==> src/rtl/audio_capture_writer.sv <==
// audio_capture_writer: pops ADC FIFO samples and writes their top SAMPLE_W bits into a RAM window.
// Tracks the peak magnitude and flags illegal windows.
module audio_capture_writer #(
  parameter int ADDR_W   = 18,
  parameter int SAMPLE_W = 6,
  parameter int DECIM    = 1
) (
  input  logic                CLOCK_50,
  input  logic                resetn,
  input  logic                start,
  input  logic                abort,
  input  logic [ADDR_W-1:0]   rec_start,
  input  logic [ADDR_W-1:0]   rec_end,
  input  logic                audio_in_available,
  input  logic [31:0]         left_channel_audio_in,
  output logic                read_audio_in,
  output logic [ADDR_W-1:0]   ram_addr,
  output logic [SAMPLE_W-1:0] ram_data,
  output logic                ram_wren,
  output logic                busy,
  output logic                done,
  output logic                err,
  output logic [SAMPLE_W-1:0] peak
);
  typedef enum logic [2:0] {S_IDLE, S_WAIT, S_READ, S_WRITE, S_DONE} state_t;
  state_t state_q, state_d;
  logic [ADDR_W-1:0] addr_q, addr_d, end_q, end_d;
  logic [SAMPLE_W-1:0] data_q, data_d, peak_q, peak_d, s, mag;
  logic [7:0] decim_q, decim_d;
  logic err_q, err_d;
  logic unused_bits;
  assign unused_bits = ^left_channel_audio_in[31-SAMPLE_W:0];
  assign s   = left_channel_audio_in[31 -: SAMPLE_W];
  // Negating the most-negative code yields the same bit pattern, which read unsigned is 2^(SAMPLE_W-1).
  assign mag = s[SAMPLE_W-1] ? -s : s;
  always_ff @(posedge CLOCK_50 or negedge resetn) begin
    if (!resetn) begin
      state_q <= S_IDLE;
      addr_q  <= '0;
      end_q   <= '0;
      data_q  <= '0;
      peak_q  <= '0;
      decim_q <= '0;
      err_q   <= 1'b0;
    end else begin
      state_q <= state_d;
      addr_q  <= addr_d;
      end_q   <= end_d;
      data_q  <= data_d;
      peak_q  <= peak_d;
      decim_q <= decim_d;
      err_q   <= err_d;
    end
  end
  always_comb begin
    state_d = state_q;
    addr_d  = addr_q;
    end_d   = end_q;
    data_d  = data_q;
    peak_d  = peak_q;
    decim_d = decim_q;
    err_d   = err_q;
    if (state_q == S_IDLE) begin
      if (start && !abort) begin
        addr_d  = rec_start;
        end_d   = rec_end;
        peak_d  = '0;
        decim_d = '0;
        err_d   = rec_end < rec_start;
        state_d = (rec_end < rec_start) ? S_DONE : S_WAIT;
      end
    end else if (abort) begin
      state_d = S_IDLE;
    end else begin
      case (state_q)
        S_WAIT:  state_d = audio_in_available ? S_READ : S_WAIT;
        S_READ: begin
          data_d  = s;
          peak_d  = (mag > peak_q) ? mag : peak_q;
          decim_d = (decim_q == 8'(DECIM - 1)) ? 8'd0 : decim_q + 8'd1;
          state_d = (decim_q == 8'd0) ? S_WRITE : S_WAIT;
        end
        S_WRITE: begin
          addr_d  = (addr_q == end_q) ? addr_q : addr_q + 1'b1;
          state_d = (addr_q == end_q) ? S_DONE : S_WAIT;
        end
        default: state_d = S_IDLE;
      endcase
    end
  end
  assign read_audio_in = (state_q == S_READ) && !abort;
  assign ram_wren      = (state_q == S_WRITE) && !abort;
  assign busy          = state_q != S_IDLE;
  assign done          = state_q == S_DONE;
  assign ram_addr      = addr_q;
  assign ram_data      = data_q;
  assign err           = err_q;
  assign peak          = peak_q;
endmodule
==> config.mk <==
export PLATFORM = sky130hd
export DESIGN_NAME = audio_capture_writer
export DESIGN_NICKNAME = d
export VERILOG_FILES = /design/src/rtl/audio_capture_writer.sv
export SDC_FILE = /design/constraint.sdc
export NUM_CORES = 1
export LEC_CHECK = 0
export CAP_MARGIN = 10
export CORE_MARGIN = 3
export CORE_UTILIZATION = 52
export CTS_BUF_LIST = sky130_fd_sc_hd__clkbuf_16
export DETAILED_ROUTE_END_ITERATION = 8
export HOLD_SLACK_MARGIN = 0.03
export PLACE_DENSITY = 0.86
export SYNTH_ARGS = -nofsm -noshare
export SYNTH_HDL_FRONTEND = slang
export SYNTH_SLANG_ARGS = --single-unit
==> constraint.sdc <==
create_clock -name CLOCK_50 -period 4.6 [get_ports CLOCK_50]
set_input_delay 0.92 -clock CLOCK_50 [delete_from_list [all_inputs] [get_ports CLOCK_50]]
set_output_delay 0.92 -clock CLOCK_50 [all_outputs]
set_load 0.02 [all_outputs]
Word-level counts from Yosys, hierarchy flattened
Index checks and enable logic that the tools add are counted.

Bits in registers: 60. Memory bits (read-only): 0. Latch bits: 0. Memories kept: 0. Memory bits (writable): 0. Output and inout bits: 35. Logic and storage cells: 61. Bits of input ports: 73.

Divide/modulo/power cells: 0. Eq/ne operators: 8. Add/sub/neg operators: 3. Muxes and demuxes: 24. $lt $le $gt $ge: 2. Shifts and indexed selects: 0. Bitwise logic cells: 2. Multiply operators: 0. Reductions and logical operators: 15.

Operators with widths (count): two-way mux 18 bit (5); two-way mux 8 bit (5); two-way mux 6 bit (6); adder 18 x 1 -> 18 bit (second input constant) (1); == test 18 bit (1); < comparator 18 bit (1); two-way mux 3 bit (5); one-hot mux 3 bit (3 select lines) (1); adder 8 x 1 -> 8 bit (second input constant) (1); logical NOT 8 bit (1); AND reduction 4 bit (2); == test 3 x 2 -> 1 bit (second input constant) (2); greater-than comparator 6 bit (1); negator 6 bit (1); AND reduction 3 bit (2); nonzero test 2 bit (3); two-way mux 2 bit (2); != test 2 x 1 -> 1 bit (second input constant) (2); == test 3 x 1 -> 1 bit (second input constant) (1); == test 3 bit (second input constant) (1); logical AND 1 bit (3); logical NOT 3 bit (1); nonzero test 3 bit (1); != test 2 bit (second input constant) (1); 3 further kinds (4).

Depth between registers and ports, before layout
Gate-level depths: netlist (run 1).

Depth in word-level cells: 7. Mapped depth: 11. Mapped depth without buffers: 11.

Least setup slack after synthesis (run 1)
No wires, ideal clock.

Kind: input-to-reg. Start point: input left_channel_audio_in[27]. End point: register peak_q[1] (netlist: peak[1]). Library setup time: 125 ps. Data required time: 4475 ps. Stages on the path: 7. Path buffers: 0. Arrival: 2683 ps. Path slack: 1793 ps. Cell sequence: or3_1 -> nor4b_1 -> ha_1 -> nand4_1 -> o21ai_1 -> a21oi_2 -> mux2_2.

Word-level cells in the longest chain between the ends: 6. Elaborated cells on any way between the ends: 9. Classes of those cells: 1 x add/sub; 1 x order compare; 5 x mux; 2 x reduce/logical.

RTL lines: start: declaration (RTL line 15) `input logic [31:0] left_channel_audio_in,`; negator 6 bit (RTL line 35) `assign mag = s[SAMPLE_W-1] ? -s : s;`; two-way mux 6 bit * (RTL line 35); branches (longest 4 deep; another with greater-than comparator 6 bit); end signal: assignment (RTL line 50) `peak_q <= peak_d;`; end: declaration (RTL line 28) `logic [SAMPLE_W-1:0] data_q, data_d, peak_q, peak_d, s, mag;`.

Mark *: on every way between the ends. The select of a mux whose other input is x is not followed. A chain may end at the register's enable or synchronous reset.

Worst setup path after layout (run 1)
Start point: input abort. End point: output read_audio_in.

Word-level cells in the longest chain between the ends: 2.

RTL lines: start: declaration (RTL line 11) `input logic abort,`; logical NOT 1 bit (RTL line 91) `assign read_audio_in = (state_q == S_READ) && !abort;`; logical AND 1 bit (RTL line 91); end: declaration (RTL line 16) `output logic read_audio_in,`.

No other way between the ends.

==> flow_summary.yaml, run 1 <==
clock_tree:
  tritoncts: "built"
  cts.sinks: 60
  clockRootBuffer: "clkbuf_16"
  ctsHoldBuffers: 0
  cts.clk_slew.worst_paths_ns: 0.05
  cts.path.max_buffers: 2
  post_cts_buffers: 0
  clk_latency_ns: 0.33
  ctsResizeCount: 0
  htree_num_levels: 3
  cts-buffers-inserted: 9
floorplanning:
  io_pins: 108
  fp.dieW_um: 92.06
  dieHeight_um: 92.06
  initial_core_util_pct: 55.16
  core-area_sq_um: 6982
  num_rows: 30
  die-area_sq_um: 8475
sta:
  worstMarginPinSlew_ns: 0.9119
  relSlewSlack_pct: 39.04
  hold_viol: 0
  rsz0062_at_grt: "no"
  fin_setup_tns_ns: 0
  slew_violations: 0
  fmax_mhz: 270.0
  setup_viol: 0
  min_period_over_period_pct: 80.53
  layout_min_cycle_time_ns: 3.704
  fin_skew_ns: 0.009305
routing:
  vias_per_cell: 5.862
  dr.pass1.iters: 5
  drcViolationCount: 0
  wl_um: 10390
  drtIter0Drc: 262
  wire_per_inst_um: 16.87
  drtAntennaViolNets: 0
  num_vias: 3611
global_route:
  antenna_found_initial: 0
  overflow: 0
  grt_pass1_vias: 3545
  grt_pass1_wl_um: 17380
  grt_use_total_pct: 25.57
  grt_max_degree: 34
logic_synthesis:
  yosysMostFrequentCell: "nand2_1"
  syn_area_sq_um: 3851
  synth_top_area_cell: "dfrtp_1"
  synth_edf_count: 0
  ys_top_cells_by_area: "dfrtp_1, ha_1, nand2_1"
  synthArstFlopShare_pct: 100.0
  yosys_register_bits: 60
  syn_inst: 434
  syn_nets: 534
  syn_area_per_cell_sq_um: 8.874
  synth_common_cells: "nand2_1, dfrtp_1, inv_1"
  synth_top_area_share_pct: 38.99
  synth.distinct_cells: 55
  yosys_warnings: 0
  ys.flop_type: "dfrtp_1"
  ys_seq_area_share_pct: 38.99
critical_path:
  timing.rr.start: "ram_addr[13]"
  cp_common_cell: "clkdlybuf4s50_1"
  endpoint_kind: "output port"
  critical-path-top-delay-family: "buffers and inverters"
  cp_max_fo: 15
  rrSetupSlack_ns: 2.37
  required_ns: 3.68
  worst-r2r-cell-count: 6
  slowest_delay_ns: 0.70
  critPathLaunch: "abort"
  cp_data_arrival_time_ns: 2.78
  cp_num_buf_inv: 2
  worstSetupPathType: "in -> out"
  crit_path_start_kind: "input pin"
  path_cells: "clkdlybuf4s50_1 -> nor2_2 -> nand2_1 -> nor2_4 -> clkdlybuf4s50_1"
  timing.rr.end: "ram_addr[0]"
  crit_slowest_cell: "clkdlybuf4s50_1"
power:
  p_leak_uw: 0.002260
  irDropWorstVdd_v: 0.0002713
  powerDensity_nw_per_um2: 473.8
status:
  status: "completed"
place:
  port_buffers: 81
  dp_hpwl_um: 7518
  routabilityCongestion: 0.8468
  dp.cells: 600
min_path:
  hold_end: "decim_q[7]"
  hp-start: "decim_q[7]"
  whs_path_depth: 1
  hold_path_class: "reg -> reg"
layout:
  fillers: 544
  n_antenna_cell: 0
  nNetsFinal: 615
  fin_cells: 616
  drive_above_1_share_pct: 8.654
  syn2layout_area_growth_pct: 29.92
job:
  maxCapViolCount: 0
-- sequential cells by signal, indices dropped and copies added, names as in the netlist --
signal	cells
decim_q	8
end_q	18
err	1
peak	6
ram_addr	18
ram_data	6
state_q	3
-- area by class of cell --
type | count | area, sq um | share of cell area [%]
clock buffer | 9 | 225.2 | 4.501
sequential | 60 | 1501 | 30.01
multi-input combinational | 327 | 2141 | 42.79
inverter | 32 | 120.1 | 2.401
clock inverter | 7 | 60.06 | 1.200
tap | 96 | 120.1 | 2.401
timing repair buffer | 85 | 835.8 | 16.70
-- how the worst max path moves through the flow --
stage / to / slack, ns / cells after the start
after floorplan: peak[1] / 1.79 / 7
after global placement: read_audio_in / 0.95 / 5
after detailed placement: read_audio_in / 0.92 / 5
after CTS: read_audio_in / 0.89 / 5
after global routing: read_audio_in / 0.79 / 5
final: read_audio_in / 0.90 / 5
-- routing by layer --
| layer | share of wire, % | global-route usage, % |
|---|---|---|
| met1 | 40 | 31.99 |
| met2 | 50 | 42.82 |
| met3 | 7.7 | 5.742 |
| met5 | 0 | 0 |
| met4 | 2.3 | 10.15 |
-- cell usage in the layout, fill, tap and decap left out, types with 7 or more instances in the layout --
master,count
nor2_1,31
a21oi_1,26
clkdlybuf4s50_1,80
nand2_1,76
mux2_2,11
o21ai_0,30
nand3_1,12
ha_1,27
inv_1,34
xnor2_1,19
dfrtp_1,60
nand4_1,8
clkbuf_16,9
a21o_1,7
-- per-stage QoR --
step | utilization [%] | setup WS [ns] | area [sq um] | hold WS (ns) | power (uW)
5_1_grt | 71.67 | 0.7949 | 5004 | 0.5153 | 2487
4_1_cts | 71.67 | 0.8905 | 5004 | 0.4941 | 2373
3_3_place_gp | 67.58 | 0.9525 | 4718 | 0.4660 | 1688
3_5_place_dp | 67.58 | 0.9236 | 4718 | 0.4836 | 1723
2_1_floorplan | - | 1.793 | 3851 | 0.4470 | 1342
6_report | 71.67 | 0.8957 | 5004 | 0.4965 | 2371
-- cells by family after synthesis --
| logic type | after synthesis | synth area share, % |
|---|---|---|
| AO/OA/AOI/OAI | 102 | 16.89 |
| XOR/XNOR | 22 | 5.003 |
| adder cells (fa/ha/maj) | 27 | 8.772 |
| buffers and inverters | 47 | 5.426 |
| flip-flops | 60 | 38.99 |
| multiplexers | 12 | 3.476 |
| AND/OR/NAND/NOR | 164 | 21.44 |
-- report_power, final --
part	leakage, uW	total (uW)	switching (uW)	internal [uW]
registers	0.000759	853	186	666
logic	0.00136	876	449	426
clock network	0.000139	642	232	411
total	0.00226	2370	868	1500
Power figures use the tool's default switching activity.
==> run 2: changes to the inputs <==
--- a/config.mk
+++ b/config.mk
@@ -7,11 +7,11 @@
 export LEC_CHECK = 0
 export CAP_MARGIN = 10
 export CORE_MARGIN = 3
-export CORE_UTILIZATION = 52
+export CORE_UTILIZATION = 44
 export CTS_BUF_LIST = sky130_fd_sc_hd__clkbuf_16
 export DETAILED_ROUTE_END_ITERATION = 8
 export HOLD_SLACK_MARGIN = 0.03
-export PLACE_DENSITY = 0.86
+export PLACE_DENSITY = 0.77
 export SYNTH_ARGS = -nofsm -noshare
 export SYNTH_HDL_FRONTEND = slang
 export SYNTH_SLANG_ARGS = --single-unit
==> constraint.sdc (replaced) <==
create_clock -name CLOCK_50 -period 3.3 [get_ports CLOCK_50]
set_input_delay 0.66 -clock CLOCK_50 [delete_from_list [all_inputs] [get_ports CLOCK_50]]
set_output_delay 0.66 -clock CLOCK_50 [all_outputs]
set_load 0.02 [all_outputs]
==> run 2 against run 1 <==
Effect of this change:
- combinational power rose by 39%
- wire length is 0.61% lower
- clock skew shrank 0.0038 ns
- largest cell class unchanged
- cell count rose by 2.3%
- core utilization decreased by 10 points
- via count fell by 3.6%
- clock power is 67% higher
- critical path depth increased by 7
- setup slack lost 0.49 ns
- register-to-register slack lost 1.3 ns
- sequential share of layout area decreased by 0.61 points
- die area up 17%
==> flow_summary.yaml, run 2 (same netlist as run 1, synthesis figures left out) <==
status:
  status: "completed"
sta:
  hold_viol: 0
  whs_ns: 0.4822
  min_period_over_period_pct: 87.74
  worstMarginPinSlew_ns: 0.9542
  layout_min_cycle_time_ns: 2.896
  fin_skew_ns: 0.005531
  slew_violations: 0
  setup_viol: 0
  relSlewSlack_pct: 36.38
  fmax_mhz: 345.4
  rsz0062_at_grt: "no"
  fin_setup_tns_ns: 0
power:
  swShare_pct: 35.08
  p_leak_uw: 0.002309
  p_switching_uw: 1221
  pwr-share-clk_pct: 30.9
  powerDensity_nw_per_um2: 681.8
  irDropWorstVdd_v: 0.0003132
  power_frac_comb_pct: 35.0
  p_seq_share_pct: 34.1
  internal_power_uw: 2261
critical_path:
  required_ns: 3.51
  endpoint_kind: "register"
  crit_path_start_kind: "input pin"
  cp_max_fo: 6
  worstSetupPathType: "in -> reg"
  cp_data_arrival_time_ns: 3.11
clock_tree:
  post_cts_buffers: 0
  cts-buffers-inserted: 9
  htree_num_levels: 3
  clk_latency_ns: 0.33
  tritoncts: "built"
  cts.clk_slew.worst_paths_ns: 0.05
  clockRootBuffer: "clkbuf_16"
  ctsHoldBuffers: 0
  cts.path.max_buffers: 2
  cts.sinks: 60
  ctsResizeCount: 0
layout:
  layout_common_cells: "clkdlybuf4s50_1, nand2_1, dfrtp_1, inv_1, nor2_1"
  syn2layout_area_growth_pct: 32.62
  fillers: 710
  nNetsFinal: 620
  drive_above_1_share_pct: 10.10
  n_antenna_cell: 0
  regArea_sq_um: 1501
  multiInputGateArea_sq_um: 2141
  layout_commonest_cell: "clkdlybuf4s50_1"
routing:
  vias_per_cell: 5.525
  num_vias: 3481
  dr.pass1.iters: 5
  drtIter0Drc: 252
  wire_per_inst_um: 16.39
  drtAntennaViolNets: 0
  drcViolationCount: 0
  wl_um: 10330
global_route:
  antenna_found_initial: 0
  grt_pass1_wl_um: 17090
  grt_max_degree: 43
  grt_use_total_pct: 21.77
  grt_pass1_vias: 3437
  overflow: 0
floorplanning:
  core-area_sq_um: 8341
  die-area_sq_um: 9911
  dieHeight_um: 99.56
  fp.dieW_um: 99.56
  initial_core_util_pct: 46.17
  num_rows: 33
  io_pins: 108
place:
  dp_hpwl_um: 7627
  routabilityCongestion: 0.8963
  port_buffers: 81
job:
  maxCapViolCount: 0
min_path:
  hold_path_class: "in -> async"
## run 2: final timing paths
kind / from / endpoint / slack (ns) / cells past startpoint
min: resetn / ram_addr[17] / 0.48 / 1
max: left_channel_audio_in[26] / peak[2] / 0.40 / 12
min reg2reg: end_q[17] / end_q[17] / 0.49 / 2
min in group CLOCK_50: end_q[17] / end_q[17] / 0.49 / 2
max in group asynchronous: resetn / decim_q[0] / 2.09 / 2
max reg2reg: ram_addr[2] / ram_addr[0] / 1.07 / 6
## run 2: metal layers
metal / vias up / wire, um / global-route usage [%]
met4: 0 / 215 / 7.983
li1: 1692 / - / -
met3: 15 / 635 / 3.647
met2: 121 / 5061 / 35.85
met1: 1653 / 4416 / 28.84
met5: - / 0 / 0
## run 2: worst max-delay path: stages
cell	delay (ns)
clkdlybuf4s50_1	0.49
inv_1	0.10
ha_1	0.23
nand2_1	0.09
nand2_1	0.08
xnor2_1	0.17
ha_1	0.30
nand4_1	0.12
nor2_1	0.12
nor2_1	0.05
a21oi_2	0.31
mux2_2	0.39
## run 2: cell type report
cell class	instances	share of cell area, %
flip-flops and latches	60	29.40
inverters	32	2.352
well taps	105	2.572
clock buffers	9	4.410
repair buffers	90	17.10
clock inverters	7	2.254
multi-input cells	327	41.92
## run 2: power by group through the flow
| stage | Combinational (uW) | Sequential, uW | Clock, uW |
|---|---|---|---|
| finish | 1220 | 1190 | 1070 |
| global route | 1330 | 1220 | 1130 |
| CTS | 1230 | 1190 | 1090 |
| detailed placement | 1220 | 1200 | 0 |
| global placement | 1190 | 1180 | 0 |
| floorplan | 585 | 1280 | 0 |
## run 2: through the flow
stage	setup slack, ns	power (uW)	std cells	utilization, %	instance area (sq um)
after floorplan	0.7528	1870	434	-	3851
after global placement	0.1258	2379	614	57.16	4767
after detailed placement	0.1095	2413	614	57.16	4767
after CTS	0.4112	3498	630	61.24	5107
after global routing	0.2944	3676	630	61.24	5107
final	0.4044	3482	630	61.24	5107
